**src/rtl/key_search_scheduler.sv**
```systemverilog
// key_search_scheduler: hands RC4 keys 0..KEY_MAX in increasing order to NUM_CORES
// decryption cores, pulses each core's reset/new-key lines, collects done/ok verdicts,
// aborts every core on the first good key and flags exhaustion when the space runs out.
// Optional build macro KEY_SEARCH_STATS_EN adds the keys_tried bad-completion counter port.
module key_search_scheduler #(
    parameter int                   NUM_CORES = 4,
    parameter int                   KEY_WIDTH = 24,
    parameter logic [KEY_WIDTH-1:0] KEY_MAX   = 24'h3FFFFF
) (
    input  logic                           clk,
    input  logic                           reset,
    input  logic                           start,
    input  logic [NUM_CORES-1:0]           core_done,
    input  logic [NUM_CORES-1:0]           core_key_ok,
    output logic [NUM_CORES-1:0]           core_reset,
    output logic [NUM_CORES-1:0]           core_key_valid,
    output logic [NUM_CORES*KEY_WIDTH-1:0] core_key,
    output logic                           busy,
    output logic                           found,
    output logic                           exhausted,
    output logic [KEY_WIDTH-1:0]           found_key
`ifdef KEY_SEARCH_STATS_EN
    ,
    output logic [KEY_WIDTH:0]             keys_tried
`endif
);

    typedef enum logic [1:0] {S_IDLE, S_RUN, S_FOUND, S_EXHAUSTED} top_state_t;
    typedef enum logic [1:0] {SLOT_FREE, SLOT_LAUNCH, SLOT_BUSY} slot_state_t;

    top_state_t                          state, state_nxt;
    slot_state_t                         slot_st [NUM_CORES];
    logic [NUM_CORES-1:0][KEY_WIDTH-1:0] slot_key;
    // One bit wider than a key so KEY_MAX = all ones terminates instead of wrapping.
    logic [KEY_WIDTH:0]                  next_key;
    logic                                abort_pulse;
    logic [NUM_CORES-1:0]                key_valid;

    logic [NUM_CORES-1:0] free_vec, launch_vec, good_vec, bad_vec;
    logic                 any_free, all_free, keys_left, abort, restart, launch;
    int                   grant_idx;
    logic [KEY_WIDTH-1:0] win_key;
    logic [KEY_WIDTH:0]   grant_key;

    // Per-slot status decode; done is only meaningful once the slot is BUSY.
    genvar g;
    generate
        for (g = 0; g < NUM_CORES; g++) begin : g_slot
            assign free_vec[g]   = (slot_st[g] == SLOT_FREE);
            assign launch_vec[g] = (slot_st[g] == SLOT_LAUNCH);
            assign good_vec[g]   = (slot_st[g] == SLOT_BUSY) && core_done[g] && core_key_ok[g];
            assign bad_vec[g]    = (slot_st[g] == SLOT_BUSY) && core_done[g] && !core_key_ok[g];
        end
    endgenerate

    assign all_free  = &free_vec;
    assign keys_left = (next_key <= {1'b0, KEY_MAX});
    assign abort     = (state == S_RUN) && (|good_vec);
    assign restart   = start && (state != S_RUN);
    // A restart always grants key 0, whatever the counter held from the last search.
    assign grant_key = restart ? '0 : next_key;

    assign busy           = (state == S_RUN);
    assign core_reset     = {NUM_CORES{abort_pulse}} | launch_vec;
    assign core_key_valid = key_valid;
    assign core_key       = slot_key;

    // Lowest free slot receives the grant; lowest good slot wins a tie.
    always_comb begin
        grant_idx = 0;
        any_free  = 1'b0;
        win_key   = '0;
        for (int i = NUM_CORES - 1; i >= 0; i--) begin
            if (free_vec[i]) begin
                grant_idx = i;
                any_free  = 1'b1;
            end
            if (good_vec[i]) win_key = slot_key[i];
        end
    end

    // Top-level next state and grant decision; a good result beats exhaustion.
    always_comb begin
        state_nxt = state;
        launch    = 1'b0;
        case (state)
            S_RUN: begin
                if (abort)                       state_nxt = S_FOUND;
                else if (!keys_left && all_free) state_nxt = S_EXHAUSTED;
                else                             launch = keys_left && any_free;
            end
            default: begin
                if (start) begin
                    state_nxt = S_RUN;
                    launch    = 1'b1;
                end
            end
        endcase
    end

    // Top-level state register.
    always_ff @(posedge clk) begin
        if (reset) state <= S_IDLE;
        else       state <= state_nxt;
    end

    // Key counter, result flags and per-slot FREE -> LAUNCH -> BUSY sequencing.
    always_ff @(posedge clk) begin
        if (reset) begin
            next_key    <= '0;
            abort_pulse <= 1'b1;
            key_valid   <= '0;
            found       <= 1'b0;
            exhausted   <= 1'b0;
            found_key   <= '0;
            slot_key    <= '0;
            for (int i = 0; i < NUM_CORES; i++) slot_st[i] <= SLOT_FREE;
        end else begin
            abort_pulse <= abort;
            if (launch) next_key <= grant_key + (KEY_WIDTH+1)'(1);
            if (restart) begin
                found     <= 1'b0;
                exhausted <= 1'b0;
            end
            if (abort) begin
                found     <= 1'b1;
                found_key <= win_key;
            end
            if ((state == S_RUN) && (state_nxt == S_EXHAUSTED)) exhausted <= 1'b1;
            for (int i = 0; i < NUM_CORES; i++) begin
                key_valid[i] <= 1'b0;
                case (slot_st[i])
                    SLOT_FREE: begin
                        if (launch && (grant_idx == i)) begin
                            slot_st[i]  <= SLOT_LAUNCH;
                            slot_key[i] <= grant_key[KEY_WIDTH-1:0];
                        end
                    end
                    SLOT_LAUNCH: begin
                        if (abort) begin
                            slot_st[i] <= SLOT_FREE;
                        end else begin
                            slot_st[i]   <= SLOT_BUSY;
                            key_valid[i] <= 1'b1;
                        end
                    end
                    default: begin
                        if (abort || bad_vec[i]) slot_st[i] <= SLOT_FREE;
                    end
                endcase
            end
        end
    end

`ifdef KEY_SEARCH_STATS_EN
    logic [KEY_WIDTH:0] bad_cnt;

    // Number of bad completions landing this cycle.
    always_comb begin
        bad_cnt = '0;
        for (int i = 0; i < NUM_CORES; i++) bad_cnt = bad_cnt + (KEY_WIDTH+1)'(bad_vec[i]);
    end

    // Bad-key completion counter; frozen once the search has ended.
    always_ff @(posedge clk) begin
        if (reset || restart)               keys_tried <= '0;
        else if ((state == S_RUN) && !abort) keys_tried <= keys_tried + bad_cnt;
    end
`endif

endmodule

```
**config.mk**
```make
export PLATFORM = sky130hd
export DESIGN_NAME = key_search_scheduler
export DESIGN_NICKNAME = d
export VERILOG_FILES = /design/src/rtl/key_search_scheduler.sv
export SDC_FILE = /design/constraint.sdc
export NUM_CORES = 1
export LEC_CHECK = 0
export CAP_MARGIN = 25
export CORE_MARGIN = 2
export CORE_UTILIZATION = 54
export CTS_CLUSTER_SIZE = 20
export DETAILED_ROUTE_END_ITERATION = 16
export GPL_TIMING_DRIVEN = 0
export PLACE_DENSITY = 0.91
export SYNTH_ARGS = -nofsm -noshare
export SYNTH_HDL_FRONTEND = slang
export SYNTH_SLANG_ARGS = --single-unit
```
**constraint.sdc**
```tcl
create_clock -name clk -period 6.96 [get_ports clk]
set_input_delay 2.088 -clock clk [delete_from_list [all_inputs] [get_ports clk]]
set_output_delay 2.088 -clock clk [all_outputs]
set_load 0.02 [all_outputs]
```
==> flow_summary.toml, run 1 <==
[logic_synthesis]
synthSimpleGateAreaFrac_pct = 13.4
syn-num-nets = 705
synth_xor_area_share_pct = 1.63
yosysUniqueCellTypes = 49
netlist_instances = 693
synth-edff-count = 8
yosysSeqAreaShare_pct = 51.5
synth.area.mux_share_pct = 0.174
ys_ff_latch = 162
synth_fa_ha_area_share_pct = 0.194
synth_compound_area_share_pct = 28.4
synth_top_family_by_area = "compound AO/OA/AOI/OAI gates"
yosysWarnings = 0
synthFlopType = "dfxtp_1"
synthesis.area_mm2 = 0.00646
synth_area_per_cell_um2 = 9.32
async_flop_share_pct = 0

[hold_path]
hold_start = "next_key[24]"
hp-class = "reg2reg"

[detailed_routing]
routed_wl_um = 21900
ant_nets = 0
vias = 6693
drt_iter0_drc = 781
avgRoutedWirePerCell_um = 21.7
drc = 0
routed_via_density = 6.63
first_pass_iters = 6

[placed_design]
port_buffers = 139
gp_congestion = 0.931
placed_area_mm2 = 0.00804
dp_hpwl_um = 15100

[sta]
period_needed_ps = 5040
relSlewSlack_pct = 33.3
fin_skew_ps = 9.61
hold_viol_final = 0
setup_tns_ps = 0
fmax_ghz = 0.198
tightestPinTransition_ps = 991
grt_setup_unrepaired = "no"
finalCritPeriodShare_pct = 72.4
report.final.slew_viol_count = 0
setup-violations-final = 0

[setup_path]
setup.worst_path.class = "in2reg"
crit_start = "core_key_ok[3]"
worst_setup_path_end_kind = "register"
worstReg2RegStart = "slot_st[3][0]"
startpoint_type = "primary input"
crit_fanout = 10
worstPathRequired_ps = 7100
cp.arrival_ps = 5180

[global_route]
grt.overflow.total = 0
grt_max_degree = 17
antenna_found_initial = 0
grt_usage_pct = 33.5
grt_pass1_wl_um = 33600
grt_pass1_vias = 6470

[status]
status = "finished clean"

[clocking]
cts_buffers = 17
cts_resized = 0
path_clk_slew_ps = 60
postCtsSetupRepairBufs = 0
cts_tree = "done"
clkLatencyLatePin_ps = 430
cts_hold_buf = 0
cts_buffer_depth = 2
htree_levels = 4
cts_root_buf = "clkbuf_16"
cts_sinks = 162

[floorplanning]
core_mm2 = 0.0116
fp.dieH_um = 113
initial_core_util_pct = 55.8
fp.dieArea_mm2 = 0.0128
io-pin-count = 142
die_width_um = 113
rows = 39

[final_layout]
diodes = 0
drive_above_1_share_pct = 5.54
stdcell_area_mm2 = 0.00864
final_nets = 865
finish.utilization_pct = 74.7
area_growth_syn_to_layout_pct = 33.8

[run]
maxCapViolCount = 0

[power_and_ir_drop]
p_per_area_mw_per_mm2 = 281
p_leak_nw = 3.03
total_power_mw = 2.43
ir_worst_vdd_mv = 0.208
## registers in the layout, indices dropped and copies added (netlist names)
name / cells
abort_pulse: 1
core_key: 96
core_key_valid: 4
exhausted: 1
found: 1
found_key: 24
next_key: 25
slot_st: 8
state: 2
## power by group
| group | switching, mW | internal, mW | total [mW] | leakage (nW) |
|---|---|---|---|---|
| clock | 0.401 | 0.542 | 0.943 | 0.284 |
| combinational | 0.310 | 0.145 | 0.456 | 1.42 |
| sequential | 0.0429 | 0.984 | 1.03 | 1.33 |
| total | 0.754 | 1.67 | 2.43 | 3.03 |
## per-layer routing
layer | global-route usage, % | up-vias | share of wire [%]
met5 | 2.75 | - | 0.064
met3 | 9.00 | 94 | 11
li1 | - | 2905 | -
met4 | 15.1 | 2 | 3.3
met1 | 41.5 | 3195 | 38
met2 | 54.8 | 497 | 47
## logic make-up after synthesis
kind of cell / Yosys count
adder cells (fa/ha/maj): 1
AO/OA/AOI/OAI: 282
buffers and inverters: 73
multiplexers: 1
XOR/XNOR: 12
flip-flops: 162
AND/OR/NAND/NOR: 162
## cell type report
cell class	count	area, um2
Buffer	65	273
Clock buffer	18	439
Clock inverter	14	154
Fill cell	823	2930
Inverter	8	30.0
Multi-Input combinational cell	458	2830
Sequential cell	162	3320
Tap cell	143	179
Timing Repair Buffer	141	1410
## cell usage in the layout (no fill, tap or decap), types with 4 or more instances in the layout
cell	netlist	final
nand4_1	9	9
nand2_1	23	23
a21oi_1	112	112
o21ai_0	56	56
dfxtp_1	154	154
and2_1	12	12
buf_2	5	5
a32o_1	10	10
nand3_1	30	30
or3_1	4	4
nand2b_1	9	9
nor3_1	8	8
inv_6	0	4
a22o_1	77	77
clkbuf_1	49	49
edfxtp_1	8	8
clkdlybuf4s50_1	0	139
nor4_1	11	11
inv_1	8	8
nor2_1	33	33
clkbuf_16	0	17
and3_1	6	6
xnor2_1	10	10
buf_1	8	9
and4b_1	4	4
## critical path, cell delays in order
cell	delay, ps
clkdlybuf4s50_1	470
and4b_1	190
clkbuf_1	440
or4_4	230
buf_6	130
o21ai_2	160
a21oi_1	610
clkbuf_1	630
nand3_1	230
## Yosys cell counts (3+ instances only)
cell type,n,share of area (%)
nand4b_1,3,0.41
nand2b_1,9,0.87
o22ai_1,3,0.29
a32o_1,10,1.6
nor2_1,33,1.9
nand4_1,9,0.87
dfxtp_1,154,48
a21oi_1,112,8.7
o21ai_0,56,4.3
a22o_1,77,10
clkbuf_1,49,2.8
o211ai_1,3,0.35
inv_1,8,0.47
edfxtp_1,8,3.7
and4b_1,4,0.62
nand3_1,30,2.3
and2_1,12,1.2
buf_6,3,0.52
a2111oi_0,3,0.41
nor3b_1,3,0.35
or3_1,4,0.39
buf_1,8,0.47
a31o_2,3,0.41
nor3_1,8,0.62
nand2_1,23,1.3
nor4_1,11,1.1
buf_2,5,0.39
xnor2_1,10,1.4
and3_1,6,0.58
## path summary, 6_finish.rpt
| check | slack (ps) | cells past startpoint | end |
|---|---|---|---|
| worst max-delay path | 1920 | 9 | slot_st[2][0] |
| worst min-delay path | 480 | 1 | next_key[24] |
| worst max register to register | 3490 | 8 | slot_st[2][0] |
| worst min register to register | 480 | 1 | next_key[24] |
## stage by stage
step	worst slack (ps)	cells	hold WS (ps)
5_1_grt	1870	1009	492
2_1_floorplan	2680	693	427
3_5_place_dp	1630	977	448
3_3_place_gp	1610	975	442
6_report	1920	1009	476
4_1_cts	2020	1009	463
(Power assumes the default switching activity.)
==> inputs of run 2 (changes only) <==
CORE_UTILIZATION = 50   (was 54)
PLACE_DENSITY = 0.85   (was 0.91)
clock period = 4.95 ns   (was 6.96 ns; I/O delays follow)
==> flow_summary.toml, run 2 (synthesized netlist as in run 1, its figures left out) <==
[status]
status = "finished clean"

[floorplanning]
initial_core_util_pct = 51.2
rows = 41
fp.dieH_um = 118
core_mm2 = 0.0126
die_width_um = 118
io-pin-count = 142
fp.dieArea_mm2 = 0.0138

[sta]
setup_tns_ps = 0
relSlewSlack_pct = 45.6
finalCritPeriodShare_pct = 89.4
grt_setup_unrepaired = "no"
hold_viol_final = 0
tightestPinTransition_ps = 816
fmax_ghz = 0.226
report.final.slew_viol_count = 0
period_needed_ps = 4420
setup-violations-final = 0
fin_skew_ps = 8.32

[detailed_routing]
routed_via_density = 6.31
first_pass_iters = 7
drc = 0
routed_wl_um = 21400
vias = 6546
drt_iter0_drc = 848
avgRoutedWirePerCell_um = 20.6
ant_nets = 0

[final_layout]
final_nets = 865
area_growth_syn_to_layout_pct = 34.5
drive_above_1_share_pct = 5.43
diodes = 0
final_cell_mix = "dfxtp_1 (154), clkdlybuf4s50_1 (139), a21oi_1 (112)"
final_common_cell = "dfxtp_1"
instances_no_fill = 1037
largest_register_ffs = 96

[global_route]
grt.overflow.total = 0
grt_pass1_wl_um = 33700
grt_pass1_vias = 6314
grt_usage_pct = 30.4
grt_max_degree = 17
antenna_found_initial = 0

[hold_path]
hp-class = "reg2reg"

[run]
maxCapViolCount = 0

[clocking]
postCtsSetupRepairBufs = 0
cts_root_buf = "clkbuf_16"
path_clk_slew_ps = 70
cts_buffer_depth = 2
cts_buffers = 17
cts_hold_buf = 0
clkLatencyLatePin_ps = 430
cts_resized = 0
htree_levels = 4
cts_sinks = 162
cts_tree = "done"

[setup_path]
startpoint_type = "primary input"
crit_fanout = 10
worstPathRequired_ps = 5100
cp.arrival_ps = 4570
setup.worst_path.class = "in2reg"
worst_setup_path_end_kind = "register"

[placed_design]
place_inst = 1006
dp_hpwl_um = 14500
port_buffers = 139
gp_congestion = 0.972

[power_and_ir_drop]
p_per_area_mw_per_mm2 = 396
ir_worst_vdd_mv = 0.247
p_leak_nw = 3.04
[run 2: layer usage]
metal | GRT usage (%) | routed length [um] | up-vias | part of all wire [%]
li1 | - | - | 2906 | -
met1 | 38.2 | 8230 | 3074 | 38
met2 | 47.7 | 9880 | 473 | 46
met3 | 8.67 | 2380 | 93 | 11
met4 | 15.7 | 898 | 0 | 4.2
met5 | 0 | 0 | - | 0
[run 2: per-stage QoR]
stage	hold slack (ps)	setup WS [ps]	power (mW)	instance area [um2]	util (%)
final	469	525	3.44	8680	68.8
after global routing	495	457	3.54	8680	68.8
after CTS	465	696	3.41	8680	68.8
after detailed placement	449	250	2.08	8080	64.0
after global placement	443	275	2.07	8060	63.9
after floorplan	427	1280	1.84	6460	-
[run 2: report_power, final]
| part | switching (mW) | internal, mW |
|---|---|---|
| registers | 0.0603 | 1.38 |
| clock network | 0.560 | 0.799 |
| logic | 0.432 | 0.204 |
| total | 1.05 | 2.39 |
[run 2: critical path, stage by stage]
cell and delay [ps]:
clkdlybuf4s50_1 470, and4b_1 190, clkbuf_1 420, or4_4 220, buf_6 140, o21ai_2 160
a21oi_1 670, clkbuf_1 580, nand3_1 240
[run 2: path summary, 6_finish.rpt]
path                                     start            end  depth (start not counted)  slack (ps)
worst max-delay path            core_key_ok[3]  slot_st[1][1]                          9         530
worst min-delay path              next_key[24]   next_key[24]                          1         470
worst max register to register   slot_st[3][0]  slot_st[1][1]                          8        1480
worst min register to register    next_key[24]   next_key[24]                          1         470
[run 2: layout make-up]
type	count	area (um2)
fillers	977	3940
flip-flops and latches	162	3320
multi-input cells	458	2830
repair buffers	141	1410
clock buffers	17	425
plain buffers	65	273
well taps	172	215
clock inverters	14	178
inverters	8	30.0
